File: src/rtl/m_proc_pkg.sv
// Shared m_proc definitions: fetch constants, opcode constants, and the
// fetch entry type passed from the fetch FIFO to execute.
package m_proc_pkg;

    localparam logic [31:0] HALT_IR  = 32'h000f0033;
    localparam logic [31:0] RESET_PC = 32'h0;
    localparam int          IMEM_AW  = 12;

    localparam logic [4:0] OP_BRANCH = 5'b11000;
    localparam logic [4:0] OP_JAL    = 5'b11011;

    typedef struct packed {
        logic [31:0] pc;
        logic [31:0] ir;
    } fetch_entry_t;

endpackage

File: src/rtl/m_fetch_fifo.sv
// DEPTH-entry FIFO of fetch entries; flush dominates push and pop.
// Ports: clk, rst_n, push/din, pop, flush -> count, head, empty.
module m_fetch_fifo
    import m_proc_pkg::fetch_entry_t;
#(
    parameter int DEPTH = 2,
    localparam int CW = $clog2(DEPTH) + 1
) (
    input  logic          clk,
    input  logic          rst_n,
    input  logic          push,
    input  fetch_entry_t  din,
    input  logic          pop,
    input  logic          flush,
    output logic [CW-1:0] count,
    output fetch_entry_t  head,
    output logic          empty
);

    localparam int PW = $clog2(DEPTH);

    fetch_entry_t  mem [DEPTH];
    logic [PW-1:0] wr_ptr;
    logic [PW-1:0] rd_ptr;
    logic [CW-1:0] cnt;

    always_ff @(posedge clk) begin
        if (push && !flush) begin
            mem[wr_ptr] <= din;
        end
    end

    // Pointers wrap naturally because DEPTH is a power of two.
    always_ff @(posedge clk or negedge rst_n) begin
        if (!rst_n) begin
            wr_ptr <= '0;
            rd_ptr <= '0;
            cnt    <= '0;
        end else if (flush) begin
            wr_ptr <= '0;
            rd_ptr <= '0;
            cnt    <= '0;
        end else begin
            if (push) begin
                wr_ptr <= wr_ptr + PW'(1);
            end
            if (pop) begin
                rd_ptr <= rd_ptr + PW'(1);
            end
            cnt <= cnt + CW'(push) - CW'(pop);
        end
    end

    assign count = cnt;
    assign head  = mem[rd_ptr];
    assign empty = (cnt == '0);

endmodule

File: src/rtl/m_ifetch.sv
// Instruction fetch stage: issues imem reads under a FIFO credit rule,
// buffers {pc, ir}, handles redirect flushes and halt.
// Ports: w_clk, w_rst_n, w_imem_addr/w_imem_data (imem), w_valid/w_ready/
// w_ir/w_pc (to execute), w_redirect/w_redirect_pc, w_halted.
module m_ifetch
    import m_proc_pkg::fetch_entry_t;
#(
    parameter int          DEPTH    = 2,
    parameter int          AW       = m_proc_pkg::IMEM_AW,
    parameter logic [31:0] RESET_PC = m_proc_pkg::RESET_PC,
    parameter logic [31:0] HALT_IR  = m_proc_pkg::HALT_IR
) (
    input  logic          w_clk,
    input  logic          w_rst_n,
    output logic [AW-1:0] w_imem_addr,
    input  logic [31:0]   w_imem_data,
    output logic          w_valid,
    input  logic          w_ready,
    output logic [31:0]   w_ir,
    output logic [31:0]   w_pc,
    input  logic          w_redirect,
    input  logic [31:0]   w_redirect_pc,
    output logic          w_halted
);

    localparam int CW = $clog2(DEPTH) + 1;

    logic [31:0]   r_fpc;
    logic          r_inflight;
    logic [31:0]   r_inflight_pc;
    logic          r_stop;
    logic          r_halted;

    logic [CW-1:0] count;
    fetch_entry_t  head;
    fetch_entry_t  din;
    logic          empty;

    logic          pop;
    logic          push;
    logic          redir;
    logic          halt_seen;
    logic          issue;
    logic [CW:0]   need;
    logic          unused_bits;

    // A redirect after the halt retired is ignored entirely.
    assign redir     = w_redirect & ~r_halted;
    assign pop       = w_valid & w_ready & ~w_redirect;
    assign push      = r_inflight & ~redir;
    assign halt_seen = push & (w_imem_data == HALT_IR);

    // Slots needed after this cycle: occupancy net of the pop plus the
    // return still owed; a new request only fits if this is below DEPTH.
    assign need  = {1'b0, count} - (CW+1)'(pop) + (CW+1)'(r_inflight);
    assign issue = ~r_stop & ~r_halted & ~w_redirect
                 & (need < (CW+1)'(DEPTH));

    assign din = '{pc: r_inflight_pc, ir: w_imem_data};

    m_fetch_fifo #(
        .DEPTH (DEPTH)
    ) u_fifo (
        .clk   (w_clk),
        .rst_n (w_rst_n),
        .push  (push),
        .din   (din),
        .pop   (pop),
        .flush (redir),
        .count (count),
        .head  (head),
        .empty (empty)
    );

    always_ff @(posedge w_clk or negedge w_rst_n) begin
        if (!w_rst_n) begin
            r_fpc         <= RESET_PC;
            r_inflight    <= 1'b0;
            r_inflight_pc <= '0;
            r_stop        <= 1'b0;
            r_halted      <= 1'b0;
        end else begin
            // A request issued alongside the halt return is wrong-path.
            r_inflight <= issue & ~halt_seen;
            if (issue) begin
                r_inflight_pc <= r_fpc;
            end
            if (redir) begin
                r_fpc <= {w_redirect_pc[31:2], 2'b00};
            end else if (issue) begin
                r_fpc <= r_fpc + 32'd4;
            end
            if (redir) begin
                r_stop <= 1'b0;
            end else if (halt_seen) begin
                r_stop <= 1'b1;
            end
            if (pop && head.ir == HALT_IR) begin
                r_halted <= 1'b1;
            end
        end
    end

    assign w_imem_addr = r_fpc[AW+1:2];
    assign w_valid     = ~empty;
    assign w_ir        = w_valid ? head.ir : '0;
    assign w_pc        = w_valid ? head.pc : '0;
    assign w_halted    = r_halted;
    assign unused_bits = &{1'b0, w_redirect_pc[1:0]};

endmodule
File: config.mk
export PLATFORM = sky130hd
export DESIGN_NAME = m_ifetch
export DESIGN_NICKNAME = d
export VERILOG_FILES = /design/src/rtl/m_proc_pkg.sv /design/src/rtl/m_fetch_fifo.sv /design/src/rtl/m_ifetch.sv
export SDC_FILE = /design/constraint.sdc
export NUM_CORES = 1
export LEC_CHECK = 0
export BUFFER_PORTS_ARGS = -buffer_cell sky130_fd_sc_hd__buf_2
export CORE_ASPECT_RATIO = 1.5
export CORE_MARGIN = 2
export CORE_UTILIZATION = 40
export CTS_BUF_LIST = sky130_fd_sc_hd__clkbuf_4
export DETAILED_ROUTE_END_ITERATION = 7
export MAX_ROUTING_LAYER = met4
export PLACE_DENSITY_LB_ADDON = 0.08
export REMOVE_ABC_BUFFERS = 1
export SYNTH_ARGS = -nofsm -noshare
export SYNTH_HDL_FRONTEND = slang
export SYNTH_HIERARCHICAL = 1
export SYNTH_SLANG_ARGS = --single-unit
File: constraint.sdc
create_clock -name w_clk -period 15.3 [get_ports w_clk]
set_input_delay 0.765 -clock w_clk [delete_from_list [all_inputs] [get_ports w_clk]]
set_output_delay 0.765 -clock w_clk [all_outputs]
set_load 0.005 [all_outputs]
==> summary.md, run 1 <==
| Metric | Value |
|---|---|
| Status | `completed` |
| # nets final | `882` |
| Vias per cell | `5.04` |
| Achievable frequency | `234 MHz` |
| Placeable Area | `21600 um2` |
| RSZ-0062 raised after global routing | `false` |
| Startpoint Class | `flop` |
| Initial antenna violation count | `1` |
| CP endpoint kind | `flop` |
| Post-Layout Inst Area | `10000 um2` |
| CTS tree | `done` |
| VDD IR max | `0.0000660 V` |
| Longest Clk Path Bufs | `2` |
| Post-CTS sizing | `0` |
| # port buffers | `143` |
| Cts hold-fix bufs | `0` |
| Mean Syn Cell Area | `13.0 um2` |
| Final ANT Viol Nets | `0` |
| Crit Path Category | `reg -> reg` |
| Grt ovf | `0` |
| Clock root buffer | `clkbuf_4` |
| Setup bufs post-CTS | `0` |
| Synth top area share | `0.436` |
| Pleak | `4.11 nW` |
| Vias | `5519` |
| Synth top area cells | `edfxtp_1 (44%), dfrtp_1 (19%), mux2_4 (8.5%), nand2_1 (5.1%), nor2b_1 (4.6%)` |
| Worst hold path type | `in -> async` |
| Slew of the pin with the lowest slew margin | `0.991 ns` |
| Chip width | `125 um` |
| Number of buffers created by CTS | `17` |
| Largest area contributor in the netlist | `edfxtp_1` |
| Global-route wire length before repair | `30700 um` |
| # setup viols final | `0` |
| Final wirelength | `19300 um` |
| Yosys reg bits | `195` |
| Compound-Gate Fraction of Synth Area | `0.0335` |
| Adder-cell share of the synthesized area | `0.00794` |
| Critical Path RT | `15.74 ns` |
| Max Clock Skew | `0.0194 ns` |
| Die H | `186 um` |
| Largest net degree at the start of global routing | `68` |
| Final setup margin | `11.03 ns` |
| Worst-skew pair later-pin latency | `0.57 ns` |
| Die area | `23300 um2` |
| Synth Instances | `677` |
| DP HPWL | `13200 um` |
| Floorplan row count | `66` |
| H-tree depth | `4` |
| Max Slew Vio Count | `0` |
| Clock tree sinks | `195` |
| Wire per inst | `17.7 um` |
| Tmin final | `4.27 ns` |
| Final setup TNS | `0 ns` |
| Synth Flop Type | `edfxtp_1` |
| Max-Cap Viols | `0` |
| Clock-pin slew on the worst setup and hold paths | `0.15 ns` |
| XOR/XNOR share of the synthesized area | `0.0194` |
| P per Cell Area | `152 nW/um2` |
| Layout cells sized above 1 | `0.320` |
| Pre-antenna DRT Iters | `4` |
| Count of final hold-check violations | `0` |
| Number of flops mapped to enable cells by yosys | `128` |
| Starting DRT DRC Count | `351` |
| Final Cycle Share | `0.279` |
| Vias in the first global route | `5862` |
| GP Congestion | `0.818` |
| Synthesis Warnings | `6` |
| Max-slew headroom | `0.339` |
| Pre-CTS setup slack | `10.63 ns` |
| Number of I/O pins | `146` |
| Dpl cell area | `9730 um2` |
| Sequential element share of the synthesized area | `0.626` |
| Synthesized area | `8820 um2` |
| Simple-Gate Fraction of Synth Area | `0.173` |
| Crit Path Max Fanout | `31` |
| Cell variety after synth | `52` |
| Total track usage | `0.174` |
| Post-synth ARST share | `0.344` |
| Area Overhead vs Synth | `13.5%` |
| Largest family of logic cells by synthesized area | `simple AND/OR/NAND/NOR gates` |
| Residual DRC count | `0` |
| Mux contribution to synthesized area | `0.107` |
| Worst path arrival time | `4.71 ns` |
| Starting Density | `0.408` |
[layout by cell type, fill, tap and decap left out, types with 6 or more instances in the layout]
master | Yosys | layout
buf_4 | 12 | 10
inv_1 | 8 | 8
o211ai_1 | 8 | 8
buf_2 | 4 | 143
nor3_1 | 11 | 10
dfrtp_1 | 67 | 66
nand4_1 | 10 | 10
and3_1 | 6 | 6
mux2_4 | 50 | 50
nor2b_1 | 65 | 65
nand2_1 | 121 | 121
nor4_1 | 11 | 11
o21ai_1 | 17 | 17
xnor2_1 | 13 | 13
edfxtp_1 | 128 | 128
nor2_1 | 18 | 17
mux2_2 | 15 | 15
nand3_1 | 22 | 22
clkbuf_4 | 0 | 17
[power breakdown]
group	internal, W	switching [W]
logic	0.000216	0.000278
clock network	0.0000987	0.000177
registers	0.000674	0.0000778
[area by class of cell]
| class | instances | area [um2] |
|---|---|---|
| clock buffer | 17 | 128 |
| fill | 2072 | 11600 |
| tap | 272 | 340 |
| antenna | 1 | 2.50 |
| sequential | 195 | 5520 |
| timing repair buffer | 153 | 791 |
| multi-input combinational | 433 | 3040 |
| inverter | 9 | 33.8 |
| clock inverter | 15 | 154 |
[flip-flops by register name, indices dropped and copies added (netlist names)]
| register | cells |
|---|---|
| r_fpc | 30 |
| r_inflight | 1 |
| r_inflight_pc | 30 |
| r_stop | 1 |
| u_fifo/count | 2 |
| u_fifo/mem | 128 |
| u_fifo/rd_ptr | 1 |
| u_fifo/wr_ptr | 1 |
| w_halted | 1 |
[cell families (layout without fill, tap and decap cells)]
family,Yosys count,count (layout)
other,1,5
AND/OR/NAND/NOR,293,293
adder cells (fa/ha/maj),5,5
XOR/XNOR,18,18
AO/OA/AOI/OAI,46,46
buffers and inverters,52,194
flip-flops,195,195
multiplexers,67,67
[path summary, 6_finish.rpt]
check / startpoint / cells after the start / endpoint / slack (ns)
worst max-delay path: u_fifo/count[1] / 11 / r_fpc[13] / 11.03
worst max register to register: u_fifo/count[1] / 11 / r_fpc[13] / 11.03
min in group w_clk: w_redirect_pc[19] / 2 / r_fpc[19] / 0.39
worst min-delay path: w_rst_n / 2 / r_inflight_pc[31] / 0.36
worst min register to register: r_inflight_pc[24] / 0 / u_fifo/mem[1][56] / 0.48
max in group asynchronous: w_rst_n / 2 / u_fifo/rd_ptr / 14.27
[worst max-delay path, stage by stage, from the launching register on]
cell and delay, ns:
dfrtp_1 0.50, nor2_4 0.05, nor3b_1 0.58, ha_1 0.35, nand2b_1 0.15, fa_1 0.49
nor4b_4 0.47, nand2_2 0.44, buf_4 0.38, or3_1 0.42, o211ai_1 0.18, o311ai_1 0.13
[layer usage]
| metal | vias to the layer above | wire [um] | global-route usage |
|---|---|---|---|
| met5 | - | 0 | - |
| met3 | 15 | 692 | 0.0356 |
| met2 | 129 | 10500 | 0.321 |
| met4 | 0 | 261 | 0.0560 |
| met1 | 2717 | 7850 | 0.188 |
| li1 | 2658 | - | - |
[metrics by stage]
stage	utilization	hold slack (ns)	std cells	power, W
2_1_floorplan	-	0.442	637	0.00106
3_3_place_gp	0.450	0.451	1062	0.00126
3_5_place_dp	0.450	0.455	1062	0.00127
4_1_cts	0.463	0.311	1094	0.00155
5_1_grt	0.463	0.312	1095	0.00163
6_report	0.463	0.356	1095	0.00152
[synthesized netlist by cell type (2+ instances only)]
| cell | count |
|---|---|
| nor3_1 | 11 |
| buf_6 | 6 |
| nor2b_1 | 65 |
| xor2_1 | 4 |
| nor4bb_1 | 4 |
| a21o_1 | 3 |
| buf_4 | 12 |
| a31oi_1 | 2 |
| o21ai_0 | 2 |
| nor3b_1 | 2 |
| and3_1 | 6 |
| mux2_4 | 50 |
| buf_2 | 4 |
| nor4_1 | 11 |
| mux2i_1 | 2 |
| or2_2 | 2 |
| nor4b_4 | 2 |
| o311ai_1 | 4 |
| clkbuf_1 | 19 |
| nor2_1 | 18 |
| a21oi_1 | 5 |
| nand2_1 | 121 |
| and2_1 | 3 |
| nand4_1 | 10 |
| buf_1 | 2 |
| or3_1 | 4 |
| nand4_2 | 2 |
| nand2b_1 | 2 |
| nor4b_1 | 2 |
| and4_1 | 2 |
| inv_1 | 8 |
| mux2_2 | 15 |
| ha_1 | 4 |
| nand3_1 | 22 |
| edfxtp_1 | 128 |
| xnor2_1 | 13 |
| o21ai_1 | 17 |
| dfrtp_1 | 67 |
| o211ai_1 | 8 |
(Power assumes the default switching activity.)
==> run 2: changes to the inputs <==
clock period = 3.85 ns   (was 15.3 ns; I/O delays follow)
==> run 2 against run 1 <==
Net effect: register-to-register slack lost 11 ns; combinational power grew to 4.1 times the previous value; maximum frequency grew 27%; largest cell class unchanged.
==> summary.md, run 2 (synthesis results as in run 1) <==
| Metric | Value |
|---|---|
| Status | `completed` |
| Final wirelength | `19800 um` |
| Grt met3 use | `0.0293` |
| Starting Density | `0.408` |
| Clock root buffer | `clkbuf_4` |
| Startpoint Class | `flop` |
| Global-route wire length before repair | `31500 um` |
| Most frequent cells in the layout | `buf_2 (143), edfxtp_1 (128), nand2_1 (121)` |
| Layout cells sized above 1 | `0.299` |
| Final ANT Viol Nets | `0` |
| Number of I/O pins | `146` |
| Setup bufs post-CTS | `0` |
| Reg with most FFs | `u_fifo/mem` |
| Placeable Area | `21600 um2` |
| Max Clock Skew | `0.0235 ns` |
| Max-Cap Viols | `0` |
| Max-slew headroom | `0.321` |
| Die area | `23300 um2` |
| Finished Layout Cells | `1166` |
| Final Cycle Share | `0.873` |
| Post-Layout Inst Area | `10600 um2` |
| Busiest grt layer | `met2` |
| Reg area | `5520 um2` |
| Starting DRT DRC Count | `386` |
| DP HPWL | `13500 um` |
| CP startpoint | `u_fifo/count[1]` |
| Chip width | `125 um` |
| Pleak | `4.38 nW` |
| Biggest regs | `u_fifo/mem (128), r_fpc (30), r_inflight_pc (30)` |
| VDD IR max | `0.000261 V` |
| CP endpoint kind | `flop` |
| Largest net degree at the start of global routing | `66` |
| Critical Path RT | `4.31 ns` |
| M1 GR Usage | `0.190` |
| Wire per inst | `17.0 um` |
| Max Slew Vio Count | `0` |
| Area Overhead vs Synth | `20.6%` |
| Placed Instances | `1069` |
| Clock-pin slew on the worst setup and hold paths | `0.15 ns` |
| P per Cell Area | `561 nW/um2` |
| RSZ-0062 raised after global routing | `false` |
| Dpl cell area | `9780 um2` |
| Worst path arrival time | `3.83 ns` |
| Filler cell count in the final layout | `2000` |
| # nets final | `952` |
| Slew of the pin with the lowest slew margin | `1.02 ns` |
| Number of buffers created by CTS | `17` |
| Worst-skew pair later-pin latency | `0.57 ns` |
| Count of final hold-check violations | `0` |
| Residual DRC count | `0` |
| Floorplan row count | `66` |
| GRT met2 Usage | `0.340` |
| Die H | `186 um` |
| Max reg flops | `128` |
| Leading cell type in the layout, fill and taps excluded | `buf_2` |
| # port buffers | `143` |
| Worst hold path type | `in -> reg` |
| Clock tree sinks | `195` |
| Min-Delay Startpoint | `w_redirect` |
| Crit Path Max Fanout | `12` |
| H-tree depth | `4` |
| Grt ovf | `0` |
| Vias | `5853` |
| Vias in the first global route | `6201` |
| Reg-to-reg critical path startpoint | `u_fifo/count[1]` |
| Hold WS | `0.166 ns` |
| Achievable frequency | `297 MHz` |
| Pre-antenna DRT Iters | `4` |
| Crit Path Category | `reg -> reg` |
| GP Congestion | `0.847` |
| Total track usage | `0.180` |
| Area of the multi-input gates | `3040 um2` |
| Post-CTS sizing | `0` |
| Tmin final | `3.36 ns` |
| Initial antenna violation count | `1` |
| Vias per cell | `5.02` |
| Longest Clk Path Bufs | `2` |
| Core Util, Final | `0.492` |
| # setup viols final | `0` |
| CTS tree | `done` |
==> run 2: cell count changes in the layout (fill, tap and decap cells not counted), sizes merged <==
cell         delta
buf             +7
bufinv          -2
clkbuf          +1
clkinv          +2
diode           +1
dlygate4sd3    +63
inv             -1
==> run 2: cell type report <==
cell class | count | area share
antenna | 2 | 0.000471
sequential | 195 | 0.519
inverter | 9 | 0.00318
clock buffer | 18 | 0.0127
timing repair buffer | 223 | 0.139
multi-input combinational | 433 | 0.286
tap | 272 | 0.0320
clock inverter | 14 | 0.00812
==> run 2: power breakdown <==
group	internal (W)	leakage, nW	total, W	switching [W]
clock	0.000258	0.123	0.000928	0.000671
combinational	0.000936	2.27	0.00205	0.00111
sequential	0.00268	1.99	0.00299	0.000316
total	0.00387	4.38	0.00597	0.00210
==> run 2: per-stage QoR <==
step / setup WS, ns / total power [W] / TNS, ns
3_5_place_dp: 0.477 / 0.00509 / 0
5_1_grt: 0.209 / 0.00641 / 0
4_1_cts: 0.455 / 0.00608 / 0
2_1_floorplan: -2.71 / 0.00423 / -405.38
3_3_place_gp: 0.574 / 0.00503 / 0
6_report: 0.487 / 0.00597 / 0
==> run 2: final timing paths <==
path	to	slack, ns	depth (start not counted)
max in group asynchronous	r_fpc[10]	2.60	3
max reg2reg	r_fpc[13]	0.49	10
min in group asynchronous	r_fpc[25]	0.32	2
max	r_fpc[13]	0.49	10
min	u_fifo/rd_ptr	0.17	5
min reg2reg	u_fifo/mem[1][39]	0.49	0
==> run 2: critical path, cell delays in order, from the launching register on <==
cell,delay (ns)
dfrtp_1,0.51
nor2_4,0.05
nor3b_1,0.28
ha_1,0.28
nand2b_1,0.15
fa_1,0.37
xnor2_1,0.58
nand2_2,0.30
or3_1,0.45
o211ai_1,0.17
o311ai_1,0.11
==> run 2: what timing repair did <==
item | CTS | global route
endpoints found under the hold margin | 138 | 0
endpoints found under the setup margin | 0 | 0
hold buffers | 63 | 0
==> run 2: metal layers <==
layer | routed length, um | vias to the layer above | part of all wire
met2 | 11000 | 134 | 0.56
met1 | 7860 | 2893 | 0.40
met3 | 561 | 26 | 0.028
met4 | 356 | 0 | 0.018
li1 | - | 2800 | -
met5 | 0 | - | 0
==> run 3: changes to the inputs <==
clock period = 3.7 ns   (was 3.85 ns; I/O delays follow)
==> run 3 against run 2 <==
Net effect: sequential share of layout area shrank 0.48 points; via count shrank 1.7%; first-iteration DRC count shrank 16%; sequential cell count is the same; cell count shrank 0.17%; die area is the same; critical path type unchanged; hold slack lost 0.0053 ns; non-clock buffer count shrank 1; register-to-register slack lost 0.11 ns; count of clock-buffer cells in the layout shrank 1; maximum frequency grew 1.3%.
==> summary.md, run 3 (synthesis results as in run 1) <==
| Metric | Value |
|---|---|
| Most frequent cells in the layout | `buf_2 (143), edfxtp_1 (128), nand2_1 (121)` |
| Reg with most FFs | `u_fifo/mem` |
| Reg2Reg Depth | `10` |
| Post-Layout Inst Area | `10700 um2` |
| Initial antenna violation count | `1` |
| Crit Path Max Fanout | `12` |
| Pleak | `4.42 nW` |
| Hold WS | `0.161 ns` |
| Pre-antenna DRT Iters | `4` |
| Max reg flops | `128` |
| GP Congestion | `0.843` |
| Floorplan row count | `66` |
| CP Cell Sequence | `nor2_4, nor3b_1, ha_1, nand2b_1, fa_1, xnor2_1, nand2_2, or3_1, o211ai_1, o311ai_1` |
| Max-Cap Viols | `0` |
| Hold depth | `4` |
| CP endpoint kind | `flop` |
| Core Util, Final | `0.496` |
| Worst path arrival time | `3.77 ns` |
| Finished Layout Cells | `1164` |
| Clock tree sinks | `195` |
| Wire per inst | `17.1 um` |
| Chip width | `125 um` |
| Clock power share | `0.196` |
| Max-slew headroom | `0.302` |
| Power Internal | `0.00430 W` |
| Longest Clk Path Bufs | `2` |
| Min-Delay Startpoint | `w_redirect` |
| Clock root buffer | `clkbuf_4` |
| Leading cell type in the layout, fill and taps excluded | `buf_2` |
| Max Slew Vio Count | `0` |
| Worst hold path type | `in -> reg` |
| CP startpoint | `u_fifo/count[1]` |
| CP bufs+invs | `0` |
| Number of buffers created by CTS | `17` |
| CP top delay family | `simple AND/OR/NAND/NOR gates` |
| VDD IR max | `0.000296 V` |
| RSZ-0062 raised after global routing | `false` |
| Largest net degree at the start of global routing | `66` |
| Startpoint Class | `flop` |
| Clock-pin slew on the worst setup and hold paths | `0.16 ns` |
| Placeable Area | `21600 um2` |
| CP peak stage delay | `0.52 ns` |
| Vias in the first global route | `6141` |
| Die H | `186 um` |
| Sequential share of power | `0.479` |
| Reg-to-reg critical path startpoint | `u_fifo/count[1]` |
| Starting Density | `0.408` |
| # port buffers | `143` |
| DP HPWL | `13700 um` |
| Slew of the pin with the lowest slew margin | `1.05 ns` |
| Achievable frequency | `301 MHz` |
| Switching share of power | `0.338` |
| Crit Path Category | `reg -> reg` |
| Starting DRT DRC Count | `323` |
| Setup bufs post-CTS | `0` |
| Critical Path RT | `4.15 ns` |
| Sw Pwr | `0.00220 W` |
| Number of I/O pins | `146` |
| Dpl cell area | `9770 um2` |
| Die area | `23300 um2` |
| Count of final hold-check violations | `0` |
| Final ANT Viol Nets | `0` |
| Area Overhead vs Synth | `21.7%` |
| Slowest CP cell | `xnor2_1` |
| Vias | `5751` |
| H-tree depth | `4` |
| Tmin final | `3.32 ns` |
| P per Cell Area | `605 nW/um2` |
| Biggest regs | `u_fifo/mem (128), r_fpc (30), r_inflight_pc (30)` |
| Total track usage | `0.180` |
| Vias per cell | `4.94` |
| Layout cells sized above 1 | `0.300` |
| # setup viols final | `0` |
| Crit path depth | `10` |
| Global-route wire length before repair | `31600 um` |
| Placed Instances | `1068` |
| Grt ovf | `0` |
| Worst-skew pair later-pin latency | `0.57 ns` |
| Max Clock Skew | `0.0213 ns` |
| # nets final | `951` |
| Status | `completed` |
| Logic pwr share | `0.325` |
| CTS tree | `done` |
| Final wirelength | `19900 um` |
| Filler cell count in the final layout | `1985` |
| Final Cycle Share | `0.897` |
| Residual DRC count | `0` |
[run 3: final timing paths]
path / end / slack [ns]
worst max register to register: r_fpc[15] / 0.38
max in group asynchronous: r_inflight_pc[16] / 2.44
worst min register to register: u_fifo/mem[0][56] / 0.49
worst max-delay path: r_fpc[15] / 0.38
min in group asynchronous: r_inflight_pc[26] / 0.31
worst min-delay path: w_halted / 0.16
[run 3: per-layer routing]
layer,routed length [um],vias up,track usage
met5,0,-,-
met4,229,0,0.0516
met3,600,19,0.0316
met2,11000,128,0.339
met1,8040,2801,0.193
li1,-,2803,-
[run 3: what timing repair did]
action	CTS	global route
setup endpoints to repair	0	0
endpoints found under the hold margin	139	0
resized for setup	0	0
hold buffers	63	0
[run 3: cell type report]
class	instances	area, um2	share of cell area
flip-flops and latches	195	5520	0.515
clock buffers	17	128	0.0119
inverters	9	33.8	0.00315
repair buffers	222	1470	0.137
clock inverters	15	203	0.0189
well taps	272	340	0.0317
diodes	1	2.50	0.000233
multi-input cells	433	3040	0.283
[run 3: per-stage QoR]
step           total power [W]  setup TNS (ns)  setup slack [ns]
6_report               0.00650               0             0.380
5_1_grt                0.00696               0            0.0922
3_3_place_gp           0.00523               0             0.432
3_5_place_dp           0.00528               0             0.389
2_1_floorplan          0.00440         -433.91             -2.86
4_1_cts                0.00661               0             0.367
[run 3: power groups by stage]
| stage | Combinational [W] | Clock, W | Sequential (W) |
|---|---|---|---|
| floorplan | 0.00130 | 0 | 0.00310 |
| global placement | 0.00209 | 0 | 0.00314 |
| detailed placement | 0.00211 | 0 | 0.00317 |
| CTS | 0.00217 | 0.00132 | 0.00312 |
| global route | 0.00238 | 0.00141 | 0.00317 |
| finish | 0.00211 | 0.00127 | 0.00311 |
[run 3: worst register-to-register path: stages, from the launching register on]
cell and delay, ns:
dfrtp_1 0.51, nor2_4 0.05, nor3b_1 0.28, ha_1 0.29, nand2b_1 0.15, fa_1 0.37, xnor2_1 0.52, nand2_2 0.29
or3_1 0.45, o211ai_1 0.17, o311ai_1 0.13
